## config.mk

```make
export PLATFORM = sky130hd
export DESIGN_NAME = bcd_serial_addsub
export DESIGN_NICKNAME = d
export VERILOG_FILES = /design/src/rtl/bcd_serial_addsub.sv
export SDC_FILE = /design/constraint.sdc
export NUM_CORES = 1
export LEC_CHECK = 0
export BUFFER_PORTS_ARGS = -buffer_cell sky130_fd_sc_hd__buf_4
export CAP_MARGIN = 10
export CORE_MARGIN = 2
export CORE_UTILIZATION = 54
export DETAILED_ROUTE_END_ITERATION = 10
export GPL_ROUTABILITY_DRIVEN = 0
export MAX_ROUTING_LAYER = met4
export PLACE_DENSITY = 0.79
export SKIP_CTS_REPAIR_TIMING = 1
export SYNTH_ARGS = -nofsm -noshare
export SYNTH_HDL_FRONTEND = slang
export SYNTH_SLANG_ARGS = --single-unit
```

## constraint.sdc

```tcl
create_clock -name clk -period 5.3 [get_ports clk]
set_clock_uncertainty 0.2 [all_clocks]
set_input_delay 1.06 -clock clk [delete_from_list [all_inputs] [get_ports clk]]
set_output_delay 1.06 -clock clk [all_outputs]
set_load 0.05 [all_outputs]
```

## src/rtl/bcd_serial_addsub.sv

```systemverilog
// Digit-serial BCD adder/subtractor: one digit per cycle, least significant digit first.
// Latency: accept at edge k, result valid after edge k+DIGITS; one operation per DIGITS+2 cycles at most.
// Backpressure: in_ready only in IDLE; the result is held in DONE until out_ready is high.
//
// Ports:
//   clk, rst_n            clock, asynchronous active-low reset
//   in_valid/in_ready     operand handshake (a, b, cin, sub)
//   a, b                  BCD operands, digit i at [4i+3:4i]
//   cin                   carry-in (add) or borrow-in (sub)
//   sub                   0 = A+B+cin, 1 = A-B-cin
//   out_valid/out_ready   result handshake (sum, cout, err)
//   sum                   BCD result
//   cout                  carry-out (add) or no-borrow flag (sub)
//   err                   an operand digit was above 9
module bcd_serial_addsub #(
    parameter int DIGITS = 4
) (
    input  logic                clk,
    input  logic                rst_n,
    input  logic                in_valid,
    output logic                in_ready,
    input  logic [4*DIGITS-1:0] a,
    input  logic [4*DIGITS-1:0] b,
    input  logic                cin,
    input  logic                sub,
    output logic                out_valid,
    input  logic                out_ready,
    output logic [4*DIGITS-1:0] sum,
    output logic                cout,
    output logic                err
);

    localparam int W  = 4 * DIGITS;
    localparam int IW = (DIGITS > 1) ? $clog2(DIGITS) : 1;
    localparam logic [IW-1:0] LAST_IDX = IW'(DIGITS - 1);

    typedef enum logic [1:0] {
        IDLE = 2'd0,
        RUN  = 2'd1,
        DONE = 2'd2
    } state_t;

    state_t state, state_nxt;

    logic [W-1:0]  a_q;
    logic [W-1:0]  b_q;
    logic          sub_q;
    logic          carry;
    logic [IW-1:0] idx;

    logic          accept;
    logic          last_digit;
    logic          err_calc;
    logic [3:0]    a_dig;
    logic [3:0]    b_dig;
    logic [3:0]    bd;
    logic [4:0]    s;
    logic [3:0]    digit;
    logic          carry_nxt;

    assign accept     = in_valid && (state == IDLE);
    assign last_digit = (idx == LAST_IDX);

    // State register
    always_ff @(posedge clk or negedge rst_n) begin
        if (!rst_n) begin
            state <= IDLE;
        end else begin
            state <= state_nxt;
        end
    end

    // Next-state logic
    always_comb begin
        state_nxt = state;
        case (state)
            IDLE:    if (in_valid)   state_nxt = RUN;
            RUN:     if (last_digit) state_nxt = DONE;
            DONE:    if (out_ready)  state_nxt = IDLE;
            default:                 state_nxt = IDLE;
        endcase
    end

    // Handshake outputs
    always_comb begin
        in_ready  = (state == IDLE);
        out_valid = (state == DONE);
    end

    // Any operand digit above 9, evaluated on the operands being accepted
    always_comb begin
        err_calc = 1'b0;
        for (int i = 0; i < DIGITS; i++) begin
            if (a[4*i +: 4] > 4'd9 || b[4*i +: 4] > 4'd9) begin
                err_calc = 1'b1;
            end
        end
    end

    // Select the current digit pair with constant part-selects
    always_comb begin
        a_dig = 4'd0;
        b_dig = 4'd0;
        for (int i = 0; i < DIGITS; i++) begin
            if (idx == IW'(i)) begin
                a_dig = a_q[4*i +: 4];
                b_dig = b_q[4*i +: 4];
            end
        end
    end

    // Nines-complement of B for subtraction; wraps modulo 16 for invalid
    // digits so the result stays deterministic. Subtraction seeds the carry
    // with ~borrow, turning nines-complement into tens-complement.
    always_comb begin
        bd        = sub_q ? (4'd9 - b_dig) : b_dig;
        s         = {1'b0, a_dig} + {1'b0, bd} + {4'd0, carry};
        digit     = s[3:0];
        carry_nxt = 1'b0;
        if (s > 5'd9) begin
            digit     = 4'(s + 5'd6);
            carry_nxt = 1'b1;
        end
    end

    // Datapath registers
    always_ff @(posedge clk or negedge rst_n) begin
        if (!rst_n) begin
            a_q   <= '0;
            b_q   <= '0;
            sub_q <= 1'b0;
            carry <= 1'b0;
            idx   <= '0;
            sum   <= '0;
            cout  <= 1'b0;
            err   <= 1'b0;
        end else if (accept) begin
            a_q   <= a;
            b_q   <= b;
            sub_q <= sub;
            err   <= err_calc;
            carry <= sub ? ~cin : cin;
            idx   <= '0;
        end else if (state == RUN) begin
            for (int i = 0; i < DIGITS; i++) begin
                if (idx == IW'(i)) begin
                    sum[4*i +: 4] <= digit;
                end
            end
            carry <= carry_nxt;
            if (last_digit) begin
                cout <= carry_nxt;
                idx  <= '0;
            end else begin
                idx  <= idx + IW'(1);
            end
        end
    end

endmodule

```

==> impl_metrics.py, run 1 <==
metrics = {
    "grt": {
        "grt_max_degree": 57,
        "antenna_found_initial": 0,
        "grt_util_met3_pct": 4.63,
        "grt_overflow_total": 0,
        "grt_pass1_vias": 2102,
        "gr-usage-met2_pct": 39.5,
        "grt.total_usage_pct": 22.8,
        "grt_pass1_wl_um": 9400,
        "met1_usage_pct": 27.0,
        "grt_busiest_layer": "met2",
    },
    "detailed_routing": {
        "drc": 0,
        "via_count": 2064,
        "wl_um": 5870,
        "ant_nets": 0,
        "wl_per_cell_um": 15.5,
        "first_pass_iters": 4,
        "vias_per_cell": 5.45,
        "drtIter0Drc": 102,
    },
    "finish": {
        "syn_to_final_growth_pct": 20.5,
        "nFillCells": 421,
        "nets": 357,
        "stdcell_area_um2": 3340,
        "diodes": 0,
        "layout-drive-gt1-share_pct": 33.0,
    },
    "critical_path": {
        "cp_data_required_time_ns": 5.31,
        "end_kind": "register",
        "arrival_ns": 4.35,
        "cp-start-kind": "register",
        "cp_max_fo": 15,
        "path_class": "register to register",
    },
    "yosys": {
        "yosys_warnings": 0,
        "synthTopCellsByCount": "dfrtp_1, mux2_2, nand2_1",
        "synth-seq-area-share_pct": 50.5,
        "synth_edf_count": 0,
        "ys_types": 36,
        "ys_ff_latch": 56,
        "synthArstFlopShare_pct": 100,
        "syn_avg_cell_area_um2": 11.0,
        "synth_top_cell_area_share_pct": 50.5,
        "yosys.area.top_type": "dfrtp_1",
        "synth_cells": 253,
        "synth.area.top_cells": "dfrtp_1, mux2_2, ha_1, nand2_1, o21ai_0",
        "synth_nets": 302,
        "synth.most_common_cell": "dfrtp_1",
        "syn_area_um2": 2770,
        "ys.flop_type": "dfrtp_1",
    },
    "place": {
        "dp_hpwl_um": 4480,
        "placed_cell_area_um2": 3250,
        "dp_slack_ns": 1.02,
        "io_buffers": 57,
    },
    "flow_run": {
        "maxCapViolCount": 0,
    },
    "timing": {
        "setup_tns_ns": 0,
        "setup_ws_ns": 0.959,
        "min_period_over_period_pct": 81.9,
        "finalHoldViolCount": 0,
        "rsz0062_at_grt": "no",
        "slew_viol_final": 0,
        "period_minus_slack_ns": 4.34,
        "worst_pin_slew_ns": 0.710,
        "slew_headroom_pct": 52.6,
        "clock.fmax_ghz": 0.230,
        "finalSetupViolCount": 0,
    },
    "cts": {
        "cts-root-buf": "clkbuf_8",
        "clk_path_buf_depth": 2,
        "clk_pin_slew_ns": 0.09,
        "cts_tree": "built",
        "h-tree-depth": 2,
        "clkSinkCount": 56,
        "clk_latency_ns": 0.32,
        "numCtsBuffers": 5,
    },
    "floorplan": {
        "core-area_um2": 5040,
        "ios": 58,
        "chipWidth_um": 75.7,
        "core.rowCount": 26,
        "start_util_pct": 55.0,
        "die_h_um": 75.7,
        "die_area_um2": 5720,
    },
    "status": {
        "status": "completed",
    },
    "hold_path": {
        "hp-class": "register to register",
    },
}
worst max-delay path: stages (launching register included):
cell,delay (ns)
dfrtp_1,0.42
inv_1,0.10
ha_1,0.44
nand3b_1,0.17
a21oi_1,0.08
a21oi_1,0.15
o21ai_0,0.11
xnor2_1,0.17
fa_1,0.40
fa_1,0.41
xor2_1,0.20
ha_1,0.24
a22oi_1,0.39
nand3_1,0.15
mux2_2,0.34
o31ai_1,0.26
worst paths after layout:
| kind | startpoint | endpoint | slack (ns) | cells after the start |
|---|---|---|---|---|
| max in group asynchronous | rst_n | carry$_DFFE_PN0P_ | 3.84 | 1 |
| setup / recovery | idx[1]$_DFFE_PN0P_ | sum[14]$_DFFE_PN0P_ | 0.96 | 15 |
| setup reg to reg | idx[1]$_DFFE_PN0P_ | sum[14]$_DFFE_PN0P_ | 0.96 | 15 |
| min in group asynchronous | rst_n | state[0]$_DFFE_PN0P_ | 0.58 | 1 |
| hold reg to reg | sum[10]$_DFFE_PN0P_ | sum[10]$_DFFE_PN0P_ | 0.29 | 2 |
| hold / removal | sum[10]$_DFFE_PN0P_ | sum[10]$_DFFE_PN0P_ | 0.29 | 2 |
placed cells by master, fill, tap and decap left out, types with 4 or more instances in the layout:
master	instances
a21oi_1	16
o21ai_1	9
mux2_2	34
clkbuf_8	5
dfrtp_1	56
nand3b_1	4
a22oi_1	4
o21ai_0	19
ha_1	9
nor2b_1	7
buf_4	58
o31ai_1	6
nor2_1	9
nand2_1	30
inv_1	8
routing by layer:
layer  wire [um]  vias to the layer above  share of wire [%]
met5           0                        -                  0
met4          73                        0                1.2
met3         249                        8                4.2
met2        3020                       55                 51
met1        2530                      995                 43
li1            -                     1006                  -
metrics by stage:
stage	hold WS, ns	std cells	utilization, %
2_1_floorplan	0.273	253	-
3_3_place_gp	0.263	371	64.5
3_5_place_dp	0.269	371	64.5
4_1_cts	0.292	379	66.3
5_1_grt	0.304	379	66.3
6_report	0.289	379	66.3
area by class of cell:
type                    instances  area [um2]  area share, %
clock buffers                   5        68.8           2.06
clock inverters                 3        18.8          0.562
inverters                       8        30.0          0.899
multi-input cells             179        1300           38.9
flip-flops and latches         56        1400           41.9
well taps                      70        87.6           2.62
repair buffers                 58         435           13.0
logic make-up (layout without fill, tap and decap cells):
logic type / Yosys count / count (layout) / synth area share [%]
AOI/OAI and AO/OA: 66 / 66 / 14.7
and+or+nand+nor: 61 / 61 / 10.6
DFF: 56 / 56 / 50.5
muxes: 36 / 36 / 14.5
buffers and inverters: 18 / 74 / 2.57
adders and majority gates: 11 / 11 / 5.51
xor gates and xnor gates: 5 / 5 / 1.58
flip-flops by register name, indices dropped and copies added (netlist names), 2 cells and up:
signal and count:
idx 2, a_q 16, b_q 16, state 2, sum 16
Power of run 1 is not shown: default switching activity piles up to over one toggle a cycle in this logic, so the estimate is an artifact.
==> run 2, diff against run 1 <==
- CORE_UTILIZATION: 54 -> 49
- PLACE_DENSITY: 0.79 -> 0.76
- clock period: 5.3 -> 3.9 ns (I/O delays scaled with it)
==> impl_metrics.py, run 2 (synthesized netlist as in run 1, its figures left out) <==
metrics = {
    "timing": {
        "clock.fmax_ghz": 0.262,
        "finalSetupViolCount": 0,
        "period_minus_slack_ns": 3.82,
        "slew_viol_final": 0,
        "min_period_over_period_pct": 97.9,
        "finalHoldViolCount": 0,
        "rsz0062_at_grt": "yes",
        "worst_pin_slew_ns": 0.761,
        "slew_headroom_pct": 49.2,
    },
    "critical_path": {
        "cp_max_fo": 7,
        "slowest_stage": "dfrtp_1",
        "path_class": "register to register",
        "arrival_ns": 3.83,
        "cp-start-kind": "register",
        "startpoint": "idx[1]$_DFFE_PN0P_",
        "regToRegStartpoint": "idx[1]$_DFFE_PN0P_",
        "slowest_delay_ns": 0.40,
        "end_kind": "register",
        "cp_data_required_time_ns": 3.92,
        "worstPathCellList": "inv_2 -> buf_6 -> ha_4 -> nand3b_1 -> a21oi_1 -> a21oi_1 -> nor2_1 -> a21oi_2 -> ha_1 -> inv_1 -> mux2i_1 -> ha_1 -> xor2_2 -> ha_2 -> a22oi_2 -> nand3_1 -> mux2_4 -> o31ai_4",
    },
    "floorplan": {
        "ios": 58,
        "core-area_um2": 5470,
        "start_util_pct": 50.7,
        "core.rowCount": 27,
        "die_area_um2": 6280,
        "die_h_um": 79.2,
        "chipWidth_um": 79.2,
    },
    "finish": {
        "mostFrequentLayoutCell": "buf_4",
        "final_cell_mix": "buf_4, dfrtp_1, mux2_2, nand2_1, o21ai_0",
        "reg.largest.list": "a_q: 16 flops, b_q: 16 flops, sum: 16 flops",
        "nFillCells": 457,
        "nets": 372,
        "postLayoutCoreUtil_pct": 65.5,
        "syn_to_final_growth_pct": 29.2,
        "layout-drive-gt1-share_pct": 41.2,
        "diodes": 0,
    },
    "cts": {
        "cts-root-buf": "clkbuf_8",
        "numCtsBuffers": 5,
        "cts_tree": "built",
        "clkSinkCount": 56,
        "clk_pin_slew_ns": 0.09,
        "clk_latency_ns": 0.30,
        "clk_path_buf_depth": 2,
        "h-tree-depth": 2,
    },
    "detailed_routing": {
        "first_pass_iters": 4,
        "wl_per_cell_um": 15.6,
        "drtIter0Drc": 62,
        "drc": 0,
        "via_count": 2125,
        "vias_per_cell": 5.38,
        "wl_um": 6180,
        "ant_nets": 0,
    },
    "hold_path": {
        "worstHoldStart": "sum[11]$_DFFE_PN0P_",
        "hp-class": "register to register",
    },
    "place": {
        "io_buffers": 57,
        "dp_hpwl_um": 4480,
    },
    "grt": {
        "grt_overflow_total": 0,
        "grt_max_degree": 57,
        "grt.total_usage_pct": 20.7,
        "grt_pass1_wl_um": 9940,
        "antenna_found_initial": 0,
        "grt_pass1_vias": 2143,
    },
    "flow_run": {
        "maxCapViolCount": 0,
    },
    "status": {
        "status": "completed",
    },
}
run 2: changes by cell type in the layout (fill, tap and decap cells not counted), moves of 2 or more:
cell,delta
buf_4,+13
buf_6,+2
ha_1,-5
ha_2,+2
ha_4,+3
inv_1,-2
o31ai_1,-4
o31ai_4,+3
run 2: final timing paths:
| check | to | slack (ns) | cells after the start |
|---|---|---|---|
| worst max-delay path | sum[2]$_DFFE_PN0P_ | 0.08 | 18 |
| worst min-delay path | sum[11]$_DFFE_PN0P_ | 0.29 | 2 |
| worst max register to register | sum[2]$_DFFE_PN0P_ | 0.08 | 18 |
| worst min register to register | sum[11]$_DFFE_PN0P_ | 0.29 | 2 |
| max in group asynchronous | idx[0]$_DFFE_PN0P_ | 2.72 | 1 |
| min in group asynchronous | sum[0]$_DFFE_PN0P_ | 0.31 | 1 |
run 2: worst max-delay path: cells and delay by family (launching register included):
| kind | cells | cell delay [ns] |
|---|---|---|
| compound gates | 5 | 0.73 |
| flops | 1 | 0.40 |
| fa+ha+maj | 4 | 1.02 |
| buf+inv | 3 | 0.26 |
| simple gates | 3 | 0.45 |
| xor+xnor | 1 | 0.21 |
| mux | 2 | 0.45 |
run 2: per-layer routing:
layer  global-route usage, %  vias to the layer above  part of all wire (%)
met3                    3.18                       11                   4.5
met2                    34.4                       61                    50
met4                    6.90                        0                   1.8
li1                        -                     1034                     -
met5                       -                        -                     0
met1                    26.1                     1019                    43
run 2: through the flow:
| step | instances | hold WS [ns] | area (um2) | worst slack (ns) | TNS, ns |
|---|---|---|---|---|---|
| global route | 395 | 0.319 | 3580 | -0.119 | -0.611 |
| CTS | 389 | 0.293 | 3410 | -0.136 | -0.838 |
| detailed placement | 382 | 0.272 | 3330 | -0.105 | -0.610 |
| global placement | 382 | 0.263 | 3330 | 0.0732 | 0 |
| floorplan | 253 | 0.273 | 2780 | 0.0771 | 0 |
| finish | 395 | 0.290 | 3580 | 0.0831 | 0 |
run 2: layout make-up:
class                           count  area [um2]  area share, %
Sequential cell                    56        1400           39.1
Timing Repair Buffer               73         556           15.5
Tap cell                           72        90.1           2.51
Clock inverter                      1        5.00          0.140
Inverter                            8        32.5          0.908
Multi-Input combinational cell    179        1430           39.8
Clock buffer                        6        72.6           2.03
Power of run 2 is left out for the same reason.
==> run 3, diff against run 2 <==
- RECOVER_POWER: not set -> 100
==> impl_metrics.py, run 3 (synthesized netlist as in run 1, its figures left out) <==
metrics = {
    "status": {
        "status": "completed",
    },
    "grt": {
        "grt_max_degree": 57,
        "grt.total_usage_pct": 20.7,
        "grt_util_met3_pct": 3.18,
        "grt_busiest_layer": "met2",
        "grt_pass1_vias": 2143,
        "grt_pass1_wl_um": 9940,
        "grt_overflow_total": 0,
        "antenna_found_initial": 0,
        "gr-usage-met2_pct": 34.4,
        "met1_usage_pct": 26.1,
    },
    "cts": {
        "clk_pin_slew_ns": 0.09,
        "clk_path_buf_depth": 2,
        "clkSinkCount": 56,
        "clk_latency_ns": 0.30,
        "h-tree-depth": 2,
        "cts-root-buf": "clkbuf_8",
        "numCtsBuffers": 5,
        "cts_tree": "built",
    },
    "critical_path": {
        "cp-start-kind": "register",
        "slowest_stage": "dfrtp_1",
        "worstPathCellList": "inv_2 -> buf_6 -> ha_4 -> nand3b_1 -> a21oi_1 -> a21oi_1 -> nor2_1 -> a21oi_2 -> ha_1 -> inv_1 -> mux2i_1 -> ha_1 -> xor2_2 -> ha_2 -> a22oi_2 -> nand3_1 -> mux2_4 -> o31ai_4",
        "end_kind": "register",
        "slowest_delay_ns": 0.40,
        "timing.critical_path.buf_inv": 3,
        "arrival_ns": 3.83,
        "cp_data_required_time_ns": 3.92,
        "path_class": "register to register",
        "cp_max_fo": 7,
        "critical_path.top_delay_family": "adder cells",
    },
    "place": {
        "place_inst": 382,
        "placed_cell_area_um2": 3330,
        "dp_hpwl_um": 4480,
        "io_buffers": 57,
    },
    "floorplan": {
        "ios": 58,
        "chipWidth_um": 79.2,
        "die_h_um": 79.2,
        "die_area_um2": 6280,
        "core.rowCount": 27,
        "core-area_um2": 5470,
        "start_util_pct": 50.7,
    },
    "timing": {
        "finalHoldViolCount": 0,
        "slew_viol_final": 0,
        "min_period_over_period_pct": 97.8,
        "rsz0062_at_grt": "yes",
        "holdWs_ns": 0.290,
        "setup_tns_ns": 0,
        "slew_headroom_pct": 10.4,
        "finalSetupViolCount": 0,
        "clock.fmax_ghz": 0.262,
        "period_minus_slack_ns": 3.82,
        "worst_pin_slew_ns": 1.34,
    },
    "hold_path": {
        "hp-class": "register to register",
    },
    "finish": {
        "syn_to_final_growth_pct": 29.0,
        "nFillCells": 458,
        "layout.cells.non_filler": 395,
        "nets": 372,
        "mostFrequentLayoutCell": "buf_4",
        "stdcell_area_um2": 3580,
        "reg.largest.list": "a_q: 16 flops, b_q: 16 flops, sum: 16 flops",
        "diodes": 0,
        "final_cell_mix": "buf_4, dfrtp_1, mux2_2, nand2_1, o21ai_0",
        "layout-drive-gt1-share_pct": 40.9,
    },
    "detailed_routing": {
        "wl_per_cell_um": 15.6,
        "via_count": 2119,
        "drtIter0Drc": 62,
        "first_pass_iters": 4,
        "wl_um": 6170,
        "ant_nets": 0,
        "vias_per_cell": 5.36,
        "drc": 0,
    },
    "flow_run": {
        "maxCapViolCount": 0,
    },
}
[run 3: changes by cell type in the layout (fill, tap and decap cells not counted)]
| cell | previous run | this run |
|---|---|---|
| buf_4 | 71 | 69 |
| clkbuf_1 | 1 | 2 |
| clkbuf_2 | 0 | 1 |
[run 3: per-layer routing]
| metal | wire length [um] | vias up | share of wire [%] |
|---|---|---|---|
| met4 | 113 | 0 | 1.8 |
| met3 | 274 | 11 | 4.4 |
| met1 | 2680 | 1016 | 43 |
| li1 | - | 1034 | - |
| met5 | 0 | - | 0 |
| met2 | 3100 | 58 | 50 |
[run 3: area by class of cell]
type	instances	area, um2	area share, %
clock buffer	6	72.6	2.03
clock inverter	1	5.00	0.140
inverter	8	32.5	0.909
multi-input combinational	179	1430	39.8
sequential	56	1400	39.2
tap	72	90.1	2.52
timing repair buffer	73	549	15.4
[run 3: final timing paths]
check,from,endpoint,slack [ns],cells after the start
setup / recovery,idx[1]$_DFFE_PN0P_,sum[2]$_DFFE_PN0P_,0.08,18
min in group asynchronous,rst_n,sum[0]$_DFFE_PN0P_,0.57,1
hold / removal,sum[11]$_DFFE_PN0P_,sum[11]$_DFFE_PN0P_,0.29,2
setup reg to reg,idx[1]$_DFFE_PN0P_,sum[2]$_DFFE_PN0P_,0.08,18
max in group asynchronous,rst_n,idx[0]$_DFFE_PN0P_,2.05,1
hold reg to reg,sum[11]$_DFFE_PN0P_,sum[11]$_DFFE_PN0P_,0.29,2
[run 3: through the flow]
step           utilization [%]  setup slack [ns]
6_report                  65.4            0.0849
5_1_grt                   65.4            -0.119
4_1_cts                   62.3            -0.136
3_5_place_dp              60.8            -0.105
3_3_place_gp              60.8            0.0732
2_1_floorplan                -            0.0771
[run 3: tightest hold or removal path: cells and delay by family, from the launching register on]
kind,cells,cell delay (ns)
compound gates,1,0.06
flops,1,0.35
simple gates,1,0.05
Power of run 3 is left out for the same reason.
